[config.mk]
export PLATFORM = sky130hd
export DESIGN_NAME = dma_xfer_sequencer
export DESIGN_NICKNAME = d
export VERILOG_FILES = /design/src/rtl/dma_xfer_sequencer.sv
export SDC_FILE = /design/constraint.sdc
export NUM_CORES = 1
export LEC_CHECK = 0
export ABC_AREA = 1
export CORE_MARGIN = 3
export CORE_UTILIZATION = 50
export DETAILED_ROUTE_END_ITERATION = 16
export GPL_TIMING_DRIVEN = 0
export PLACE_DENSITY_LB_ADDON = 0.05
export RECOVER_POWER = 100
export SLEW_MARGIN = 20
export SYNTH_ARGS = -nofsm -noshare
export SYNTH_HDL_FRONTEND = slang
export SYNTH_SLANG_ARGS = --single-unit
[constraint.sdc]
create_clock -name clk -period 2.5 [get_ports clk]
set_input_delay 0.5 -clock clk [delete_from_list [all_inputs] [get_ports clk]]
set_output_delay 0.5 -clock clk [all_outputs]
set_load 0.01 [all_outputs]
[src/rtl/dma_xfer_sequencer.sv]
`timescale 1ns/1ps
`default_nettype none
// +-----------------------------------------------------------------------------+
// | Module      : dma_xfer_sequencer                                            |
// | Description : Splits a host DMA job into chunks and drives the MWr/MRd      |
// |               engine start/done handshakes with abort and timeout handling. |
// | Revision    : 1.0                                                           |
// +-----------------------------------------------------------------------------+
module dma_xfer_sequencer #(
    parameter int unsigned CHUNK_DW    = 1024,
    parameter int unsigned TIMEOUT_CYC = 65535
) (
    input  logic        clk,
    input  logic        rst_n,
    input  logic        job_valid_i,
    output logic        job_ready_o,
    input  logic        job_dir_i,
    input  logic [31:0] job_addr_i,
    input  logic [31:0] job_dw_count_i,
    input  logic [2:0]  cfg_prg_max_payload_size,
    input  logic [2:0]  cfg_max_rd_req_size,
    input  logic        abort_i,
    output logic        mwr_start_o,
    output logic [31:0] mwr_addr_o,
    output logic [15:0] mwr_len_o,
    output logic [31:0] mwr_size_o,
    input  logic        mwr_done_i,
    output logic        mwr_done_clr,
    output logic        mrd_start_o,
    output logic [31:0] mrd_addr_o,
    output logic [15:0] mrd_len_o,
    output logic [31:0] mrd_size_o,
    input  logic        mrd_done_i,
    output logic        mrd_done_clr,
    output logic        job_done_o,
    output logic        job_err_o,
    output logic        irq_o,
    input  logic        irq_clr_i,
    output logic [15:0] chunks_done_o
);

    localparam logic [2:0] c_ST_IDLE  = 3'd0;
    localparam logic [2:0] c_ST_LOAD  = 3'd1;
    localparam logic [2:0] c_ST_START = 3'd2;
    localparam logic [2:0] c_ST_WAIT  = 3'd3;
    localparam logic [2:0] c_ST_CLR   = 3'd4;
    localparam logic [2:0] c_ST_NEXT  = 3'd5;
    localparam logic [2:0] c_ST_DONE  = 3'd6;

    localparam logic [31:0] c_CHUNK   = 32'(CHUNK_DW);
    localparam logic [15:0] c_TIMEOUT = 16'(TIMEOUT_CYC);

    logic [2:0]  r_state;
    logic        r_dir;
    logic [31:0] r_addr;
    logic [31:0] r_rem;
    logic [31:0] r_chunk;
    logic [15:0] r_len;
    logic [15:0] r_cnt;
    logic        r_err;
    logic        r_start;
    logic        r_done_clr;
    logic [31:0] r_eng_addr;
    logic [15:0] r_eng_len;
    logic [31:0] r_eng_size;
    logic        r_job_done;
    logic        r_job_err;
    logic        r_irq;
    logic [15:0] r_chunks;

    logic        w_done;
    logic        w_abort;
    logic [2:0]  w_enc_raw;
    logic [2:0]  w_enc;
    logic [15:0] w_tlp;
    logic [31:0] w_chunk;
    logic [15:0] w_len;

    assign w_done    = r_dir ? mrd_done_i : mwr_done_i;
    assign w_abort   = abort_i && (r_state != c_ST_IDLE) && (r_state != c_ST_DONE);
    assign w_enc_raw = r_dir ? cfg_max_rd_req_size : cfg_prg_max_payload_size;
    assign w_enc     = (w_enc_raw > 3'd5) ? 3'd5 : w_enc_raw;
    assign w_tlp     = 16'd32 << w_enc;
    assign w_chunk   = (r_rem > c_CHUNK) ? c_CHUNK : r_rem;
    assign w_len     = (w_chunk > {16'd0, w_tlp}) ? w_tlp : w_chunk[15:0];

    // Outputs are registered by the action of the state being left, so start
    // appears on the edge that exits START and done_clr on the edge exiting CLR.
    always_ff @(posedge clk or negedge rst_n) begin
        if (!rst_n) begin
            r_state    <= c_ST_IDLE;
            r_dir      <= 1'b0;
            r_addr     <= '0;
            r_rem      <= '0;
            r_chunk    <= '0;
            r_len      <= '0;
            r_cnt      <= '0;
            r_err      <= 1'b0;
            r_start    <= 1'b0;
            r_done_clr <= 1'b0;
            r_eng_addr <= '0;
            r_eng_len  <= '0;
            r_eng_size <= '0;
            r_job_done <= 1'b0;
            r_job_err  <= 1'b0;
            r_irq      <= 1'b0;
            r_chunks   <= '0;
        end else begin
            r_job_done <= 1'b0;
            r_job_err  <= 1'b0;
            if (irq_clr_i) begin
                r_irq <= 1'b0;
            end
            if (w_abort) begin
                // In NEXT the CLR pulse is already on the wire; do not stretch it.
                r_state    <= c_ST_DONE;
                r_err      <= 1'b1;
                r_start    <= 1'b0;
                r_done_clr <= (r_state != c_ST_NEXT);
            end else begin
                case (r_state)
                    c_ST_IDLE: begin
                        if (job_valid_i) begin
                            r_dir    <= job_dir_i;
                            r_addr   <= job_addr_i;
                            r_rem    <= job_dw_count_i;
                            r_chunks <= '0;
                            r_err    <= 1'b0;
                            r_state  <= (job_dw_count_i != 32'd0) ? c_ST_LOAD : c_ST_DONE;
                        end
                    end
                    c_ST_LOAD: begin
                        r_chunk <= w_chunk;
                        r_len   <= w_len;
                        r_state <= c_ST_START;
                    end
                    c_ST_START: begin
                        r_eng_addr <= r_addr;
                        r_eng_len  <= r_len;
                        r_eng_size <= r_chunk;
                        r_start    <= 1'b1;
                        r_cnt      <= '0;
                        r_state    <= c_ST_WAIT;
                    end
                    c_ST_WAIT: begin
                        if (w_done) begin
                            r_state <= c_ST_CLR;
                        end else if (r_cnt == c_TIMEOUT) begin
                            r_state <= c_ST_DONE;
                            r_err   <= 1'b1;
                            r_start <= 1'b0;
                        end else begin
                            r_cnt <= r_cnt + 16'd1;
                        end
                    end
                    c_ST_CLR: begin
                        r_start    <= 1'b0;
                        r_done_clr <= 1'b1;
                        r_state    <= c_ST_NEXT;
                    end
                    c_ST_NEXT: begin
                        r_done_clr <= 1'b0;
                        r_addr     <= r_addr + {r_chunk[29:0], 2'b00};
                        r_rem      <= r_rem - r_chunk;
                        r_chunks   <= r_chunks + 16'd1;
                        r_state    <= (r_rem == r_chunk) ? c_ST_DONE : c_ST_LOAD;
                    end
                    c_ST_DONE: begin
                        r_done_clr <= 1'b0;
                        r_start    <= 1'b0;
                        r_eng_addr <= '0;
                        r_eng_len  <= '0;
                        r_eng_size <= '0;
                        r_job_done <= 1'b1;
                        r_job_err  <= r_err;
                        r_irq      <= 1'b1;
                        r_state    <= c_ST_IDLE;
                    end
                    default: begin
                        r_state <= c_ST_IDLE;
                    end
                endcase
            end
        end
    end

    // Engine registers are cleared in DONE, so retargeting by dir at the next
    // handshake never exposes stale values on the other engine.
    assign job_ready_o   = (r_state == c_ST_IDLE);
    assign mwr_start_o   = r_start & ~r_dir;
    assign mwr_done_clr  = r_done_clr & ~r_dir;
    assign mwr_addr_o    = r_dir ? 32'd0 : r_eng_addr;
    assign mwr_len_o     = r_dir ? 16'd0 : r_eng_len;
    assign mwr_size_o    = r_dir ? 32'd0 : r_eng_size;
    assign mrd_start_o   = r_start & r_dir;
    assign mrd_done_clr  = r_done_clr & r_dir;
    assign mrd_addr_o    = r_dir ? r_eng_addr : 32'd0;
    assign mrd_len_o     = r_dir ? r_eng_len : 16'd0;
    assign mrd_size_o    = r_dir ? r_eng_size : 32'd0;
    assign job_done_o    = r_job_done;
    assign job_err_o     = r_job_err;
    assign irq_o         = r_irq;
    assign chunks_done_o = r_chunks;

endmodule
`default_nettype wire

==> results_dict.tcl, run 1 <==
set metrics [dict create \
    hold_viol_final 0 \
    die_width_um 188 \
    violations "capacitance limit, slew limit, setup timing" \
    worstPathMaxFanout 7 \
    critical_path_class "reg -> reg" \
    place_area_sq_mm 0.0197 \
    via_count 17600 \
    yosysMostFrequentCell "nand2_1" \
    antenna_found_initial 0 \
    grt_pass1_vias 16900 \
    initial_core_util 0.514 \
    status "finished, violations left" \
    wl_per_cell_um 18.4 \
    tightest_slew_ps 1650 \
    via_per_inst 5.36 \
    yosysWarnings 0 \
    area_growth_pct 28.2 \
    cts_tree "done" \
    fp-row-count 65 \
    drt_iter0_drc 1548 \
    hp-class "in -> reg" \
    h-tree-depth 1 \
    swShare 0.507 \
    syn-num-nets 2664 \
    drt.antenna.violating_nets 0 \
    cts_buffer_depth 3 \
    cts_root_buffer "clkbuf_16" \
    p_leak_nw 11.7 \
    min_period_ps 2760 \
    setup_viol_count_final 33 \
    p_per_area_mw_per_mm2 1360 \
    maxSlewViolCount 65 \
    slew_headroom -0.103 \
    setup_ws_ps -258 \
    insertion_delay_ps 570 \
    fin_crit_sh 1.10 \
    drt_first_pass_iters 6 \
    reg2reg_depth 15 \
    cts_buffers 28 \
    post-synth-top-area-cell "dfrtp_1" \
    synth_area_per_cell_sq_um 6.55 \
    clk_pin_slew_ps 60 \
    grt_max_degree 94 \
    synth_common_cells "nand2_1, inv_1, nor2_1, dfrtp_1, nand3_1" \
    rsz0062_at_grt "yes" \
    gr-total-overflow 0 \
    drive_above_1_share 0.114 \
    synth_top_area_frac 0.355 \
    n_antenna_cell 0 \
    route.detailed.drc 0 \
    synth.cell_area_sq_mm 0.0165 \
    yosysSeqAreaShare 0.355 \
    fin_skew_ps 18.6 \
    netSwitchingPower_w 0.0145 \
    core-area_sq_mm 0.0320 \
    whs_path_depth 3 \
    synthTopCellsByArea "dfrtp_1, nand2_1, inv_1" \
    pin_count 262 \
    finalNonFillerCells 3288 \
    gp_congestion 0.978 \
    start_kind "flop" \
    tns_ps -3190 \
    grt_usage 0.333 \
    synthFlopType "dfrtp_1" \
    max-vdd-ir-drop_v 0.000857 \
    critPathRequiredTime_ps 2950 \
    finish.instance_area_sq_mm 0.0211 \
    ys_seq_elements 234 \
    max_freq_mhz 363 \
    fin_nets 2980 \
    synth_edf_count 0 \
    power_frac_seq 0.230 \
    power_frac_comb 0.616 \
    drt_wl_total_mm 60.6 \
    dp_cells 3213 \
    drv_cap 1 \
    io_buffers 260 \
    ys_types 49 \
    n_fill_cell 2932 \
    clock_sinks 234 \
    end_kind "flop" \
    p_clk_frac 0.154 \
    internal-power_w 0.0141 \
    grt_pass1_wl_mm 92.5 \
    postSynth.asyncResetShare 1.00 \
    dp_hpwl_mm 47.2 \
    worstPathArrival_ps 3210 \
    hold_slack_ps 430 \
    die_y_um 188 \
    synthCells 2516 \
    die_area_sq_mm 0.0352 \
]
## final cells by class
class | count | area (sq um) | area share
multi-input combinational | 1687 | 8620 | 0.408
sequential | 234 | 5860 | 0.277
inverter | 513 | 1930 | 0.0914
buffer | 81 | 544 | 0.0258
clock buffer | 39 | 792 | 0.0375
tap | 435 | 544 | 0.0258
timing repair buffer | 287 | 2620 | 0.124
clock inverter | 12 | 210 | 0.00995
## stage by stage
stage	total power, W	util	worst slack (ps)
after global placement	0.0230	0.612	-8960
after CTS	0.0282	0.661	-141
after detailed placement	0.0233	0.614	-755
after floorplan	0.0172	-	30.0
final	0.0287	0.659	-258
after global routing	0.0309	0.659	-306
## timing repair
action | in CTS | in global routing
buffers inserted | 18 | 6
pin swaps | 26 | 10
endpoints found under the setup margin | 176 | 120
gates resized for setup | 377 | 181
hold buffers | 1 | 0
cloned | 1 | 0
hold endpoints to repair | 64 | 0
## final timing paths
kind	from	endpoint	slack, ps
hold reg to reg	r_len[10]	r_len[10]	490
min in group asynchronous	rst_n	r_eng_addr[30]	910
setup / recovery	r_dir	r_len[7]	-260
hold / removal	abort_i	r_state[2]	430
setup reg to reg	r_dir	r_len[7]	-260
max in group asynchronous	rst_n	r_rem[9]	330
## registers in the layout, summed over array words and instances, names as in the netlist
name	flops
chunks_done_o	16
irq_o	1
job_done_o	1
job_err_o	1
r_addr	32
r_chunk	32
r_cnt	16
r_dir	1
r_done_clr	1
r_eng_addr	32
r_eng_len	16
r_eng_size	32
r_err	1
r_len	16
r_rem	32
r_start	1
r_state	3
## routing by layer
layer / vias to the layer above / track usage / wire length, um
met2: 802 / 0.555 / 28000
met3: 133 / 0.0546 / 5000
met1: 8219 / 0.443 / 25200
met5: - / 0 / 0
met4: 0 / 0.111 / 2300
li1: 8473 / - / -
## critical path, stage by stage, from the launching register on
cell,delay [ps]
dfrtp_1,390
buf_6,140
buf_12,120
buf_12,110
mux2_4,300
or2_4,260
inv_4,80
nand2_4,60
ha_4,260
and3_4,170
nand3b_1,200
buf_6,210
nand2_8,100
nand2_2,60
nand3_2,90
nand2_1,70
## power groups by stage
stage	Combinational (W)	Clock [W]	Sequential (W)
2_1_floorplan	0.0111	0	0.00610
3_3_place_gp	0.0165	0	0.00650
3_5_place_dp	0.0167	0	0.00654
4_1_cts	0.0172	0.00444	0.00653
5_1_grt	0.0196	0.00459	0.00672
6_report	0.0177	0.00443	0.00660
## cells in the final DEF, fill, tap and decap left out, types with 8 or more instances in the layout
cell / netlist / final
nor3_1: 19 / 19
clkbuf_2: 1 / 57
o21a_1: 12 / 12
xor2_1: 27 / 27
nand2_2: 6 / 13
buf_4: 2 / 20
inv_2: 12 / 12
nor2_2: 6 / 12
buf_2: 22 / 29
ha_1: 68 / 64
clkbuf_16: 0 / 31
nand2_1: 727 / 714
nand3_2: 2 / 16
o32ai_1: 40 / 40
dlymetal6s2s_1: 0 / 11
clkdlybuf4s15_1: 0 / 9
nand3_1: 184 / 169
clkbuf_1: 49 / 40
clkdlybuf4s50_1: 0 / 95
dlygate4sd2_1: 0 / 39
o21ai_0: 107 / 100
inv_1: 501 / 499
nand4_1: 32 / 32
dfrtp_1: 234 / 232
buf_6: 4 / 12
o21ai_1: 13 / 13
o21bai_1: 8 / 8
clkdlybuf4s15_2: 0 / 40
nor2_1: 265 / 256
a21oi_1: 105 / 104
## kinds of logic after synthesis
family,Yosys count,share of synthesized area
AOI/OAI and AO/OA,307,0.109
xor gates and xnor gates,34,0.0181
adders and majority gates,70,0.0541
buffers and inverters,595,0.140
DFF,234,0.355
muxes,2,0.00137
and+or+nand+nor,1274,0.322
Power figures use the tool's default switching activity.
==> inputs of run 2 (changes only) <==
--- a/config.mk
+++ b/config.mk
@@ -10,6 +10,7 @@
 export CORE_UTILIZATION = 50
 export DETAILED_ROUTE_END_ITERATION = 16
 export GPL_TIMING_DRIVEN = 0
+export MAX_ROUTING_LAYER = met4
 export PLACE_DENSITY_LB_ADDON = 0.05
 export RECOVER_POWER = 100
 export SLEW_MARGIN = 20
==> run 2 against run 1 <==
Against the previous run:
- first-iteration DRC count is 25% higher
- the flow finishes with violations (setup timing)
- largest power group unchanged
- via count grew 1.5%
- clock-buffer cell count grew 1
- register-to-register slack better by 80 ps
==> results_dict.tcl, run 2 (synthesized netlist as in run 1, its figures left out) <==
set metrics [dict create \
    drt_iter0_drc 1936 \
    violations "setup timing" \
    gp_congestion 0.982 \
    place_area_sq_mm 0.0197 \
    h-tree-depth 1 \
    initial_core_util 0.514 \
    worstPathMaxFanout 7 \
    area_growth_pct 27.2 \
    route.detailed.drc 0 \
    critPathRequiredTime_ps 2940 \
    setup_ws_ps -175 \
    hp-class "in -> reg" \
    drv_cap 0 \
    internal-power_w 0.0137 \
    core-area_sq_mm 0.0320 \
    worstPathArrival_ps 3120 \
    drive_above_1_share 0.124 \
    layout_common_cells "nand2_1, inv_1, nor2_1" \
    cts_buffers 27 \
    grt_pass1_wl_mm 95.2 \
    clk_pin_slew_ps 70 \
    start_kind "flop" \
    fin_skew_ps 24.9 \
    grt_usage 0.353 \
    die_area_sq_mm 0.0352 \
    top_usage_layer "met2" \
    tightest_slew_ps 1390 \
    grt_pass1_vias 17100 \
    drt.antenna.violating_nets 0 \
    rsz0062_at_grt "yes" \
    max-vdd-ir-drop_v 0.000662 \
    via_per_inst 5.42 \
    critical_path_class "reg -> reg" \
    maxSlewViolCount 0 \
    antenna_found_initial 1 \
    p_clk_frac 0.140 \
    n_antenna_cell 0 \
    fp-row-count 65 \
    io_buffers 260 \
    dp_hpwl_mm 48.3 \
    max_freq_mhz 374 \
    multi_input_area_sq_mm 0.00872 \
    netSwitchingPower_w 0.0148 \
    clock_sinks 234 \
    fin_nets 2994 \
    end_kind "flop" \
    power_frac_seq 0.232 \
    gr-total-overflow 0 \
    p_per_area_mw_per_mm2 1360 \
    grt_max_degree 101 \
    hold_viol_final 0 \
    finish.instance_area_sq_mm 0.0210 \
    power_frac_comb 0.628 \
    cts_tree "done" \
    p_leak_nw 11.7 \
    via_count 17900 \
    layout_commonest_cell "nand2_1" \
    hold_slack_ps 415 \
    drt_first_pass_iters 9 \
    cts_buffer_depth 3 \
    met3_usage 0.0593 \
    drt_wl_total_mm 63.0 \
    wl_per_cell_um 19.1 \
    cts_root_buffer "clkbuf_16" \
    insertion_delay_ps 560 \
    pin_count 262 \
    regArea_sq_mm 0.00586 \
    swShare 0.520 \
    slew_headroom 0.0751 \
    setup_viol_count_final 53 \
    n_fill_cell 2859 \
    status "finished, violations left" \
    die_width_um 188 \
    gr-usage-met2 0.569 \
    grt.met1_usage 0.449 \
    die_y_um 188 \
    min_period_ps 2680 \
    fin_crit_sh 1.07 \
]
[run 2: cell count changes in the layout (fill, tap and decap cells not counted), moves of 6 or more]
cell | before | now
dlygate4sd2_1 | 39 | 32
clkbuf_8 | 7 | 13
nand3_1 | 169 | 162
clkdlybuf4s15_2 | 40 | 0
buf_4 | 20 | 26
clkdlybuf4s50_1 | 95 | 102
buf_12 | 7 | 1
clkdlybuf4s15_1 | 9 | 16
buf_6 | 12 | 21
clkbuf_2 | 57 | 101
[run 2: layout make-up]
cell class | instances | share of cell area
flip-flops and latches | 234 | 0.279
multi-input cells | 1687 | 0.416
clock buffers | 40 | 0.0379
inverters | 513 | 0.0922
plain buffers | 82 | 0.0264
clock inverters | 10 | 0.00418
well taps | 435 | 0.0260
repair buffers | 301 | 0.118
[run 2: stage by stage]
| stage | setup WS (ps) | cells | TNS (ps) | total power, W | utilization |
|---|---|---|---|---|---|
| after global placement | -8970 | 3211 | -2141190 | 0.0231 | 0.612 |
| final | -175 | 3302 | -2760 | 0.0286 | 0.654 |
| after global routing | -231 | 3302 | -8690 | 0.0306 | 0.654 |
| after detailed placement | -740 | 3213 | -52400 | 0.0234 | 0.614 |
| after floorplan | 30.0 | 2516 | 0 | 0.0172 | - |
| after CTS | -69.7 | 3294 | -393 | 0.0278 | 0.660 |
[run 2: repair_timing]
item | 4_1_cts | 5_1_grt
setup endpoints to repair | 177 | 90
cloned | 1 | 0
endpoints found under the hold margin | 48 | 0
pin swaps | 26 | 26
hold buffers | 1 | 0
gates resized for setup | 307 | 258
buffers inserted | 29 | 9
[run 2: routing by layer]
layer | vias to the layer above | wire length (um)
li1 | 8477 | -
met1 | 8283 | 25600
met2 | 905 | 28700
met3 | 226 | 5660
met4 | 0 | 3040
met5 | - | 0
[run 2: final timing paths]
check                         start        endpoint  slack (ps)  cells past startpoint
setup reg to reg           r_rem[2]       r_len[10]        -180                     17
hold reg to reg            r_len[8]        r_len[8]         490                      2
setup / recovery           r_rem[2]       r_len[10]        -180                     17
hold / removal              abort_i      r_state[2]         420                      3
max in group asynchronous     rst_n        r_cnt[9]         290                      3
min in group asynchronous     rst_n  r_eng_addr[30]         800                      2
[run 2: power groups by stage]
stage | clock network (W) | logic (W) | registers (W)
floorplan | 0 | 0.0111 | 0.00610
global placement | 0 | 0.0166 | 0.00650
detailed placement | 0 | 0.0168 | 0.00653
CTS | 0.00398 | 0.0173 | 0.00650
global route | 0.00415 | 0.0198 | 0.00674
finish | 0.00399 | 0.0179 | 0.00662
[run 2: critical path: stages, from the launching register on]
cell      delay, ps
dfrtp_1         430
nor2_1          130
nand4_1         210
o21ai_4         320
buf_6           170
nand3_4         120
inv_4           110
ha_4            140
nand2_2          50
inv_1            60
o21ai_2          60
nand3b_1        100
nand2_2          90
nand2_4         160
buf_6           130
nand3_2          90
nand3_2         100
nand2_1         100
